### src/rtl/srt4_pa_regfile.sv
// P / A / A' register file for the radix-4 SRT divider, with a normalisation
// shift counter, quotient correction (A <= A - A') and a sticky error flag.
module srt4_pa_regfile #(
    parameter  int WIDTH = 8,
    localparam int CNT_W = $clog2(WIDTH + 1)
) (
    input  logic             clk,
    input  logic             rst_b,
    input  logic [2:0]       op,
    input  logic [2:0]       qdig,
    input  logic [WIDTH:0]   din_p,
    input  logic [WIDTH-1:0] din_a,
    output logic [WIDTH:0]   p_q,
    output logic [WIDTH-1:0] a_q,
    output logic [WIDTH-1:0] ap_q,
    output logic [1:0]       out_bits,
    output logic [CNT_W-1:0] shift_cnt,
    output logic             cnt_zero,
    output logic             err
);

    typedef enum logic [2:0] {
        OP_NOP    = 3'b000,
        OP_LOAD   = 3'b001,
        OP_NORM   = 3'b010,
        OP_STEP   = 3'b011,
        OP_LOADP  = 3'b100,
        OP_DENORM = 3'b101,
        OP_LOADA  = 3'b110,
        OP_CORR   = 3'b111
    } op_e;

    localparam logic [CNT_W-1:0] CNT_MAX = CNT_W'(WIDTH);

    logic [WIDTH:0]   r_p;
    logic [WIDTH-1:0] r_a;
    logic [WIDTH-1:0] r_ap;
    logic [1:0]       r_out_bits;
    logic [CNT_W-1:0] r_cnt;
    logic             r_err;

    logic [1:0] w_dig_a;
    logic [1:0] w_dig_ap;
    logic       w_dig_bad;

    // Signed digit splits into a positive bit-pair for A and a negative one for A'.
    always_comb begin
        w_dig_a   = 2'b00;
        w_dig_ap  = 2'b00;
        w_dig_bad = 1'b0;
        case (qdig)
            3'b001:  w_dig_a   = 2'b01;
            3'b010:  w_dig_a   = 2'b10;
            3'b111:  w_dig_ap  = 2'b01;
            3'b110:  w_dig_ap  = 2'b10;
            3'b000:  w_dig_bad = 1'b0;
            default: w_dig_bad = 1'b1;
        endcase
    end

    always_ff @(posedge clk or negedge rst_b) begin
        if (!rst_b) begin
            r_p        <= '0;
            r_a        <= '0;
            r_ap       <= '0;
            r_out_bits <= '0;
            r_cnt      <= '0;
            r_err      <= 1'b0;
        end else begin
            case (op_e'(op))
                OP_LOAD: begin
                    r_p        <= '0;
                    r_a        <= din_a;
                    r_ap       <= '0;
                    r_cnt      <= '0;
                    r_out_bits <= '0;
                    r_err      <= 1'b0;
                end
                OP_NORM: begin
                    if (r_cnt == CNT_MAX) begin
                        r_err <= 1'b1;
                    end else begin
                        r_p        <= {r_p[WIDTH-1:0], r_a[WIDTH-1]};
                        r_a        <= {r_a[WIDTH-2:0], 1'b0};
                        r_out_bits <= {1'b0, r_p[WIDTH]};
                        r_cnt      <= r_cnt + CNT_W'(1);
                    end
                end
                OP_STEP: begin
                    r_p        <= {r_p[WIDTH-2:0], r_a[WIDTH-1:WIDTH-2]};
                    r_a        <= {r_a[WIDTH-3:0], w_dig_a};
                    r_ap       <= {r_ap[WIDTH-3:0], w_dig_ap};
                    r_out_bits <= r_p[WIDTH:WIDTH-1];
                    if (w_dig_bad) begin
                        r_err <= 1'b1;
                    end
                end
                OP_LOADP: begin
                    r_p <= din_p;
                end
                OP_DENORM: begin
                    if (r_cnt == '0) begin
                        r_err <= 1'b1;
                    end else begin
                        r_p   <= {1'b0, r_p[WIDTH:1]};
                        r_cnt <= r_cnt - CNT_W'(1);
                    end
                end
                OP_LOADA: begin
                    r_a <= din_a;
                end
                OP_CORR: begin
                    r_a  <= r_a - r_ap;
                    r_ap <= '0;
                end
                default: begin
                end
            endcase
        end
    end

    assign p_q       = r_p;
    assign a_q       = r_a;
    assign ap_q      = r_ap;
    assign out_bits  = r_out_bits;
    assign shift_cnt = r_cnt;
    assign cnt_zero  = (r_cnt == '0);
    assign err       = r_err;

endmodule
### config.mk
export PLATFORM = sky130hd
export DESIGN_NAME = srt4_pa_regfile
export DESIGN_NICKNAME = d
export VERILOG_FILES = /design/src/rtl/srt4_pa_regfile.sv
export SDC_FILE = /design/constraint.sdc
export NUM_CORES = 1
export LEC_CHECK = 0
export ABC_AREA = 1
export CAP_MARGIN = 10
export CORE_AREA = 2 2 98 100
export DETAILED_ROUTE_END_ITERATION = 8
export DIE_AREA = 0 0 100 102
export SLEW_MARGIN = 0
export SYNTH_ARGS = -nofsm -noshare
export SYNTH_HDL_FRONTEND = slang
export SYNTH_SLANG_ARGS = --single-unit
export TNS_END_PERCENT = 1
### constraint.sdc
create_clock -name clk -period 1.67 [get_ports clk]
set_input_delay 0.4175 -clock clk [delete_from_list [all_inputs] [get_ports clk]]
set_output_delay 0.4175 -clock clk [all_outputs]
set_load 0.05 [all_outputs]
After elaboration in Yosys (flattened, before gate mapping):

Index checks and enable logic that the tools add are counted.

* flip-flop bits (word level): 32
* input bits: 25
* output and inout port bits: 33
* word-level logic and storage cells: 59

* $add $sub $neg: 3
* equality and inequality tests: 17
* multiplexer cells: 17
* reductions and logical operators: 16

Operator list (number)
* case mux 9 bit (5 select lines): 1
* case mux 8 bit (4 select lines): 1
* equality test 3 bit, second input constant: 6
* 2-to-1 mux 9 bit: 2
* case mux 8 bit (2 select lines): 1
* case mux 4 bit (3 select lines): 1
* != test 2 bit, second input constant: 5
* equality test 3 x 2 -> 1 bit, second input constant: 3
* 2-to-1 mux 4 bit: 2
* 2-to-1 mux 8 bit: 1
* case mux 2 bit (2 select lines): 2
* nonzero test 4 bit: 2
* subtractor 8 bit: 1
* equality test 3 x 1 -> 1 bit, second input constant: 2
* case mux 2 bit (3 select lines): 1
* AND reduction 3 bit: 2
* nonzero test 3 bit: 2
* nonzero test 5 bit: 1
* OR reduction 5 bit: 1
* adder 4 x 1 -> 4 bit, second input constant: 1
* equality test 4 bit, second input constant: 1
* zero test 4 bit: 1
* case mux 1 bit (4 select lines): 1
* AND reduction 2 bit: 2
* 7 further kinds: 10

Depth between registers and ports, before layout:

Gate-level depths: netlist (run 1).

* word-level depth: 4
* gate-level depth with buffers: 13
* mapped depth without buffers: 13

Worst setup path after synthesis (run 1):

OpenSTA, ideal clock, no wires.

* path type: register to register
* start point: register r_cnt[0], in the netlist shift_cnt[0]
* end point: register r_p[3], in the netlist p_q[3]
* setup time: 0.123 ns
* data arrival time: 2.055 ns
* data required time: 1.547 ns
* path slack: -0.508 ns
* stages on the path, launching flop included: 9
* path buffers: 0
* period minus slack after synthesis: 2.178 ns
* cells stage by stage: dfrtp_1 nor2_1 nand2_1 nor2_1 nand2_1 nand3_2 nor2_4 o21ai_1 o21ai_1

* word-level cells in the longest chain between the ends: 3
* elaborated cells between the ends (all ways): 5
* those cells by class: eq/ne (3); reduce/logical (2)

RTL lines
* start: declaration: RTL line 39 `logic [CNT_W-1:0] r_cnt;`
* start signal: assignment: RTL line 86 `r_cnt <= r_cnt + CNT_W'(1);`
* start signal: assignment: RTL line 106 `r_cnt <= r_cnt - CNT_W'(1);`
* zero test 4 bit
* via cnt_zero: RTL line 18 `output logic cnt_zero,`
* != test 2 bit (no source line)
* AND reduction 3 bit (no source line)
* end signal: assignment: RTL line 83 `r_p <= {r_p[WIDTH-1:0], r_a[WIDTH-1]};`
* end signal: assignment: RTL line 90 `r_p <= {r_p[WIDTH-2:0], r_a[WIDTH-1:WIDTH-2]};`
* end signal: assignment: RTL line 99 `r_p <= din_p;`
* end: declaration: RTL line 35 `logic [WIDTH:0] r_p;`

The timed path passes the listed nets, and every way through them passes these cells.
A chain may end at the register's enable or synchronous reset.

Worst setup path in the final report (run 1):

* start point: register r_cnt[2], in the netlist shift_cnt[2]
* end point: output cnt_zero

* word-level cells in the longest chain between the ends: 1

RTL lines
* zero test 4 bit: RTL line 127 `assign cnt_zero = (r_cnt == '0);`
* end: declaration: RTL line 18

Every way passes these cells.

==> summary.md, run 1 <==
| Metric | Value |
|---|---|
| Status | `finished with violations` |
| Violated checks | `negative setup slack` |
| Final hold slack | `between 400 and 500 ps` |
| Antenna Nets Post-Route | `0` |
| Chip Width | `100 um` |
| Vias in the first global route | `~2600` |
| Crit Path Category | `flop to output pin` |
| H-Tree Depth | `2` |
| Most numerous cell in the Yosys netlist | `nand2_1` |
| DRT Pass-1 Iters | `4` |
| Slew Viols, Final | `0` |
| Largest net degree at the start of global routing | `33` |
| Die Area | `roughly 0.01 sq mm` |
| EDFF count, synth | `0` |
| Clock Latency Late Sink | `about 300 ps` |
| Core footprint | `approximately 0.0091 sq mm` |
| Required @ worst endpoint | `approximately 1300 ps` |
| CP top delay family | `flip-flops` |
| CTS tree | `yes` |
| CP Capture Type | `output pin` |
| Min Clock Period, post-route | `around 1700 ps` |
| Max Cap Viol | `0` |
| Startpoint Class | `flop` |
| Synth cell count leaders | `nand2_1 (96), inv_1 (42), dfrtp_1 (32), o21ai_0 (26), nand3_1 (19)` |
| Fill cell count | `913` |
| Chip height | `approximately 100 um` |
| Synth Area per Inst | `between 7 and 8 sq um` |
| Top FF cell, synth | `dfrtp_1` |
| P_leak | `roughly 1.8 nW` |
| Vias | `~2500` |
| Rows | `35` |
| Synth warn | `0` |
| Fin worst setup slack | `-14.9 ps` |
| Arrival time at the worst endpoint | `between 1000 and 1500 ps` |
| GP Congestion | `0.899` |
| Top cell type's share of synthesized area | `between 30% and 40%` |
| Yosys top cell by area | `dfrtp_1` |
| Worst-Margin Slew | `roughly 300 ps` |
| Mapped cell area | `0.00224 sq mm` |
| Mapped Cells | `roughly 310` |
| Final global-route overflow total | `0` |
| Synthesized flop and latch total | `32` |
| RSZ-0062 raised after global routing | `true` |
| Residual DRC | `0` |
| Finish-stage setup viols | `1` |
| Flop2flop setup slack | `~10 ps` |
| Initial antenna violation count | `0` |
| Sequential fraction of the synthesis area | `35.8%` |
| Mapped Nets | `roughly 350` |
| CP cell instances | `nor2_2, nand2_2, nor2_4, buf_12` |
| Max stage delay on crit path | `around 460 ps` |
| Critical Path Fanout Max | `4` |
| Setup TNS | `-14.9 ps` |
| Async SR Flop Fraction | `between 90% and 100%` |
| Worst hold path type | `input port to async pin` |
| Worst path bufs/invs | `1` |
| Relative slew margins | `approximately 80%` |
| Largest cells by area after synthesis | `dfrtp_1 (36%), nand2_1 (16%), inv_1 (7.0%)` |
| Worst clock skew | `5.37 ps` |
| Peak VDD IR | `roughly 0.33 mV` |
| Post-Route WL | `7100 um` |
| IO Count | `58` |
| Cell Pwr Density | `roughly 840 mW/mm^2` |
| Finished Core Util | `about 43%` |
| Total Routing Usage GR | `roughly 15%` |
| Cts bufs inserted | `5` |
| Area Overhead vs Synth | `73.0%` |
| TritonCTS sink count | `32` |
| Synth cell types | `30` |
| Post-DP HPWL | `around 5600 um` |
| Antenna diode count | `0` |
| Drt wl/cell | `around 13 um` |
| Nets | `approximately 460` |
| Starting Density | `24.6%` |
| Fmax | `between 500 and 600 MHz` |
| DR vias/cell | `about 4.7` |
| Worst-path clk slew | `about 80 ps` |
| Final Hold Violating Endpoints | `0` |
| Initial DRC count | `83` |
| First-pass GRT wire length | `about 12000 um` |
| I/O Buffers | `57` |
| Root buf cell | `clkbuf_8` |
| Critical-path top delay cell | `dfrtp_2` |
| Layout cells sized above 1 | `around a third` |
| Crit share post-route | `101%` |
| Max clock buf depth | `2` |
## path summary, 6_finish.rpt
check                                              start            endpoint  cells past startpoint
worst max-delay path            shift_cnt[2]$_DFFE_PN0P_            cnt_zero                      4
worst min-delay path                               rst_b  p_q[4]$_DFFE_PN0P_                      2
worst max register to register        a_q[0]$_DFFE_PN0P_  a_q[2]$_DFFE_PN0P_                      9
worst min register to register           err$_DFFE_PN0P_     err$_DFFE_PN0P_                      1
max in group asynchronous                          rst_b  a_q[2]$_DFFE_PN0P_                      2
min in group clk                         err$_DFFE_PN0P_     err$_DFFE_PN0P_                      1
## flip-flops by register name, indices dropped and copies added, names as in the netlist
register / cells
a_q: 8
p_q: 9
out_bits: 2
ap_q: 8
shift_cnt: 4
err: 1
## worst reg2reg max path: cells and delay by family, from the launching register on
family                   cells  cell delay, ps
adder cells (fa/ha/maj)      2             480
buffers and inverters        2             110
flip-flops                   1             410
AND/OR/NAND/NOR              3             370
AO/OA/AOI/OAI                2             180
## what timing repair did
item / 4_1_cts / 5_1_grt
setup buffers: 0 / 1
endpoints found under the setup margin: 21 / 9
gates resized for setup: 8 / 15
hold buffers: 0 / 0
pin swaps: 2 / 2
## kinds of logic after synthesis
logic type / Yosys count / synth area share, %
and+or+nand+nor: 143 / 27.6
AOI/OAI and AO/OA: 72 / 18.7
buffers and inverters: 51 / 8.78
DFF: 32 / 35.8
adders and majority gates: 13 / 7.94
xor gates and xnor gates: 3 / 1.17
## cell usage in the layout, fill, tap and decap left out, drive strengths merged
| cell type | n |
|---|---|
| clkinvlp | 1 |
| dfrtp | 32 |
| o21a | 1 |
| nand2 | 98 |
| o22ai | 10 |
| a21oi | 18 |
| o211ai | 2 |
| xnor2 | 3 |
| nand3 | 21 |
| clkdlybuf4s50 | 21 |
| dlygate4sd2 | 3 |
| buf | 80 |
| ha | 11 |
| nor3 | 1 |
| clkinv | 2 |
| bufinv | 1 |
| nor2 | 20 |
| nand3b | 1 |
| clkbuf | 5 |
| o21ai | 34 |
| o2111ai | 6 |
| o221ai | 1 |
| or2 | 2 |
| fa | 2 |
| inv | 48 |
## stage by stage
stage          setup slack [ps]  area (sq um)  instances  power, mW
2_1_floorplan              -124          2270        314       1.71
3_3_place_gp               -372          3670        526       2.39
3_5_place_dp               -449          3670        526       2.41
4_1_cts                   -76.7          3800        534       3.20
5_1_grt                    -104          3870        535       3.48
6_report                  -14.9          3870        535       3.27
## layer usage
metal | wire length (um) | vias to the layer above | track usage [%]
li1 | - | 1258 | -
met1 | 3200 | 1159 | 19.4
met2 | 3400 | 70 | 25.1
met3 | 396 | 11 | 3.15
met4 | 104 | 0 | 4.74
met5 | 0 | - | 0
## report_power, final
| part | switching (mW) | total [mW] | internal, mW |
|---|---|---|---|
| combinational | 0.843 | 1.56 | 0.720 |
| clock | 0.324 | 0.765 | 0.442 |
| sequential | 0.0956 | 0.942 | 0.846 |
| total | 1.26 | 3.27 | 2.01 |
## final cells by class
class / count / area (sq um) / share of cell area, %
clock inverter: 3 / 42.5 / 1.10
multi-input combinational: 231 / 1350 / 34.9
inverter: 49 / 186 / 4.82
tap: 111 / 139 / 3.59
timing repair buffer: 104 / 1270 / 32.9
sequential: 32 / 808 / 20.9
clock buffer: 5 / 68.8 / 1.78
(Power assumes the default switching activity.)
==> run 2, diff against run 1 <==
--- a/constraint.sdc
+++ b/constraint.sdc
@@ -3,2 +3,2 @@
 set_output_delay 0.4175 -clock clk [all_outputs]
-set_load 0.05 [all_outputs]
+set_load 0.01 [all_outputs]
==> summary.md, run 2 (same netlist as run 1, synthesis figures left out) <==
| Metric | Value |
|---|---|
| Clock Latency Late Sink | `between 200 and 300 ps` |
| Drt wl/cell | `between 10 and 15 um` |
| Max Cap Viol | `0` |
| CP Capture Type | `flop` |
| Setup TNS | `-1.98 ps` |
| RSZ-0062 raised after global routing | `true` |
| Core footprint | `0.00911 sq mm` |
| Min Clock Period, post-route | `roughly 1700 ps` |
| Chip height | `102 um` |
| Worst-path clk slew | `roughly 70 ps` |
| Initial antenna violation count | `0` |
| Commonest non-fill, non-tap cells in the layout | `nand2_1 (92), buf_4 (46), inv_1 (37)` |
| Chip Width | `100 um` |
| Post-Route WL | `a little over 7000 um` |
| Met3 wire length | `about 270 um` |
| Worst-Margin Slew | `~460 ps` |
| Met2 Wirelength | `around 3500 um` |
| Commonest non-fill, non-tap cell in the layout | `nand2_1` |
| Peak VDD IR | `0.320 mV` |
| Crit share post-route | `100%` |
| Finish-stage setup viols | `1` |
| Die Area | `0.0102 sq mm` |
| Placed insts | `527` |
| Crit Path Category | `flop to flop` |
| Rows | `35` |
| Final cell count without fillers | `between 500 and 600` |
| Startpoint Class | `flop` |
| Max layer used | `met4` |
| Violated checks | `negative setup slack` |
| Status | `finished with violations` |
| Post-DP HPWL | `between 5000 and 6000 um` |
| GP Congestion | `0.907` |
| Arrival time at the worst endpoint | `1850 ps` |
| FF-to-FF path depth | `9` |
| Relative slew margins | `69.6%` |
| Cell Pwr Density | `749 mW/mm^2` |
| DR vias/cell | `between 4 and 5` |
| Hold buffer count at cts | `0` |
| Fin area | `0.00348 sq mm` |
| Initial DRC count | `between 70 and 80` |
| Residual DRC | `0` |
| Largest net degree at the start of global routing | `33` |
| Layout cells sized above 1 | `a little under a quarter` |
| Antenna Nets Post-Route | `0` |
| Slew Viols, Final | `0` |
| I/O Buffers | `57` |
| Starting Density | `24.6%` |
| Final Hold Violating Endpoints | `0` |
| Critical Path Fanout Max | `3` |
| First-pass GRT wire length | `~12000 um` |
| Vias in the first global route | `roughly 2500` |
| P_leak | `between 1.5 and 2 nW` |
| H-Tree Depth | `2` |
| Antenna diode count | `0` |
| Max FFs per register | `9` |
| Metal1 wirelength | `3350 um` |
| Worst hold path type | `input port to async pin` |
| Fill cell count | `961` |
| Final global-route overflow total | `0` |
| Area Overhead vs Synth | `55.7%` |
| Fin worst setup slack | `-1.98 ps` |
| Placed Area | `between 0.003 and 0.004 sq mm` |
| Required @ worst endpoint | `between 1500 and 2000 ps` |
| Max clock buf depth | `2` |
| TritonCTS sink count | `32` |
| CTS tree | `yes` |
| Vias | `about 2500` |
| Nets | `roughly 460` |
| Worst clock skew | `between 8 and 9 ps` |
| Cts bufs inserted | `5` |
| Fmax | `598 MHz` |
| Finished Core Util | `about two fifths` |
| DRT Pass-1 Iters | `4` |
| Total Routing Usage GR | `approximately 15%` |
| Root buf cell | `clkbuf_8` |
| IO Count | `between 50 and 60` |
| Pre-CTS setup slack | `-489 ps` |
-- run 2: cell count changes in the layout (fill, tap and decap cells not counted), sizes merged --
cell,change
buf,-31
dlygate4sd2,+16
clkdlybuf4s50,+10
dlymetal6s2s,+6
bufinv,-1
clkbuf,+1
clkinv,+1
clkinvlp,-1
-- run 2: area by class of cell --
| cell class | instances | area (sq um) | share of cell area, % |
|---|---|---|---|
| multi-input cells | 231 | 1320 | 37.9 |
| repair buffers | 105 | 942 | 27.0 |
| flip-flops and latches | 32 | 802 | 23.0 |
| inverters | 49 | 186 | 5.35 |
| well taps | 111 | 139 | 3.99 |
| clock buffers | 6 | 82.6 | 2.37 |
| clock inverters | 2 | 10.0 | 0.287 |
-- run 2: path summary, 6_finish.rpt --
| path | from | slack [ps] | end |
|---|---|---|---|
| setup / recovery | a_q[0]$_DFFE_PN0P_ | -2 | a_q[2]$_DFFE_PN0P_ |
| hold / removal | rst_b | 480 | p_q[4]$_DFFE_PN0P_ |
| setup reg to reg | a_q[0]$_DFFE_PN0P_ | -2 | a_q[2]$_DFFE_PN0P_ |
| hold reg to reg | err$_DFFE_PN0P_ | 490 | err$_DFFE_PN0P_ |
| max in group asynchronous | rst_b | 990 | a_q[1]$_DFFE_PN0P_ |
| min in group clk | err$_DFFE_PN0P_ | 490 | err$_DFFE_PN0P_ |
-- run 2: routing by layer --
layer  vias up  GRT usage (%)
met5         -              0
met4         0           3.48
met3         6           2.67
met2        60           25.3
met1      1155           19.1
li1       1253              -
-- run 2: what timing repair did --
action,4_1_cts,5_1_grt
endpoints found under the setup margin,38,15
resized for setup,26,22
pin swaps,1,1
buffers inserted,1,0
-- run 2: power by group --
part	total, mW	internal [mW]	switching [mW]
Sequential	0.915	0.845	0.0703
Combinational	1.05	0.492	0.556
Clock	0.645	0.329	0.315
-- run 2: worst max-delay path: stages (launching register included) --
cell     delay [ps]
dfrtp_1         390
inv_2            80
ha_4            120
inv_2            30
fa_2            380
or2_4           240
nand3_2          70
nand3_2          60
o21ai_2         110
o21ai_1          70
-- run 2: per-stage QoR --
step                      power, mW  hold WS, ps
after detailed placement       1.97          488
after CTS                      2.61          490
final                          2.61          483
after global routing           2.81          508
after global placement         1.95          481
after floorplan                1.46          122
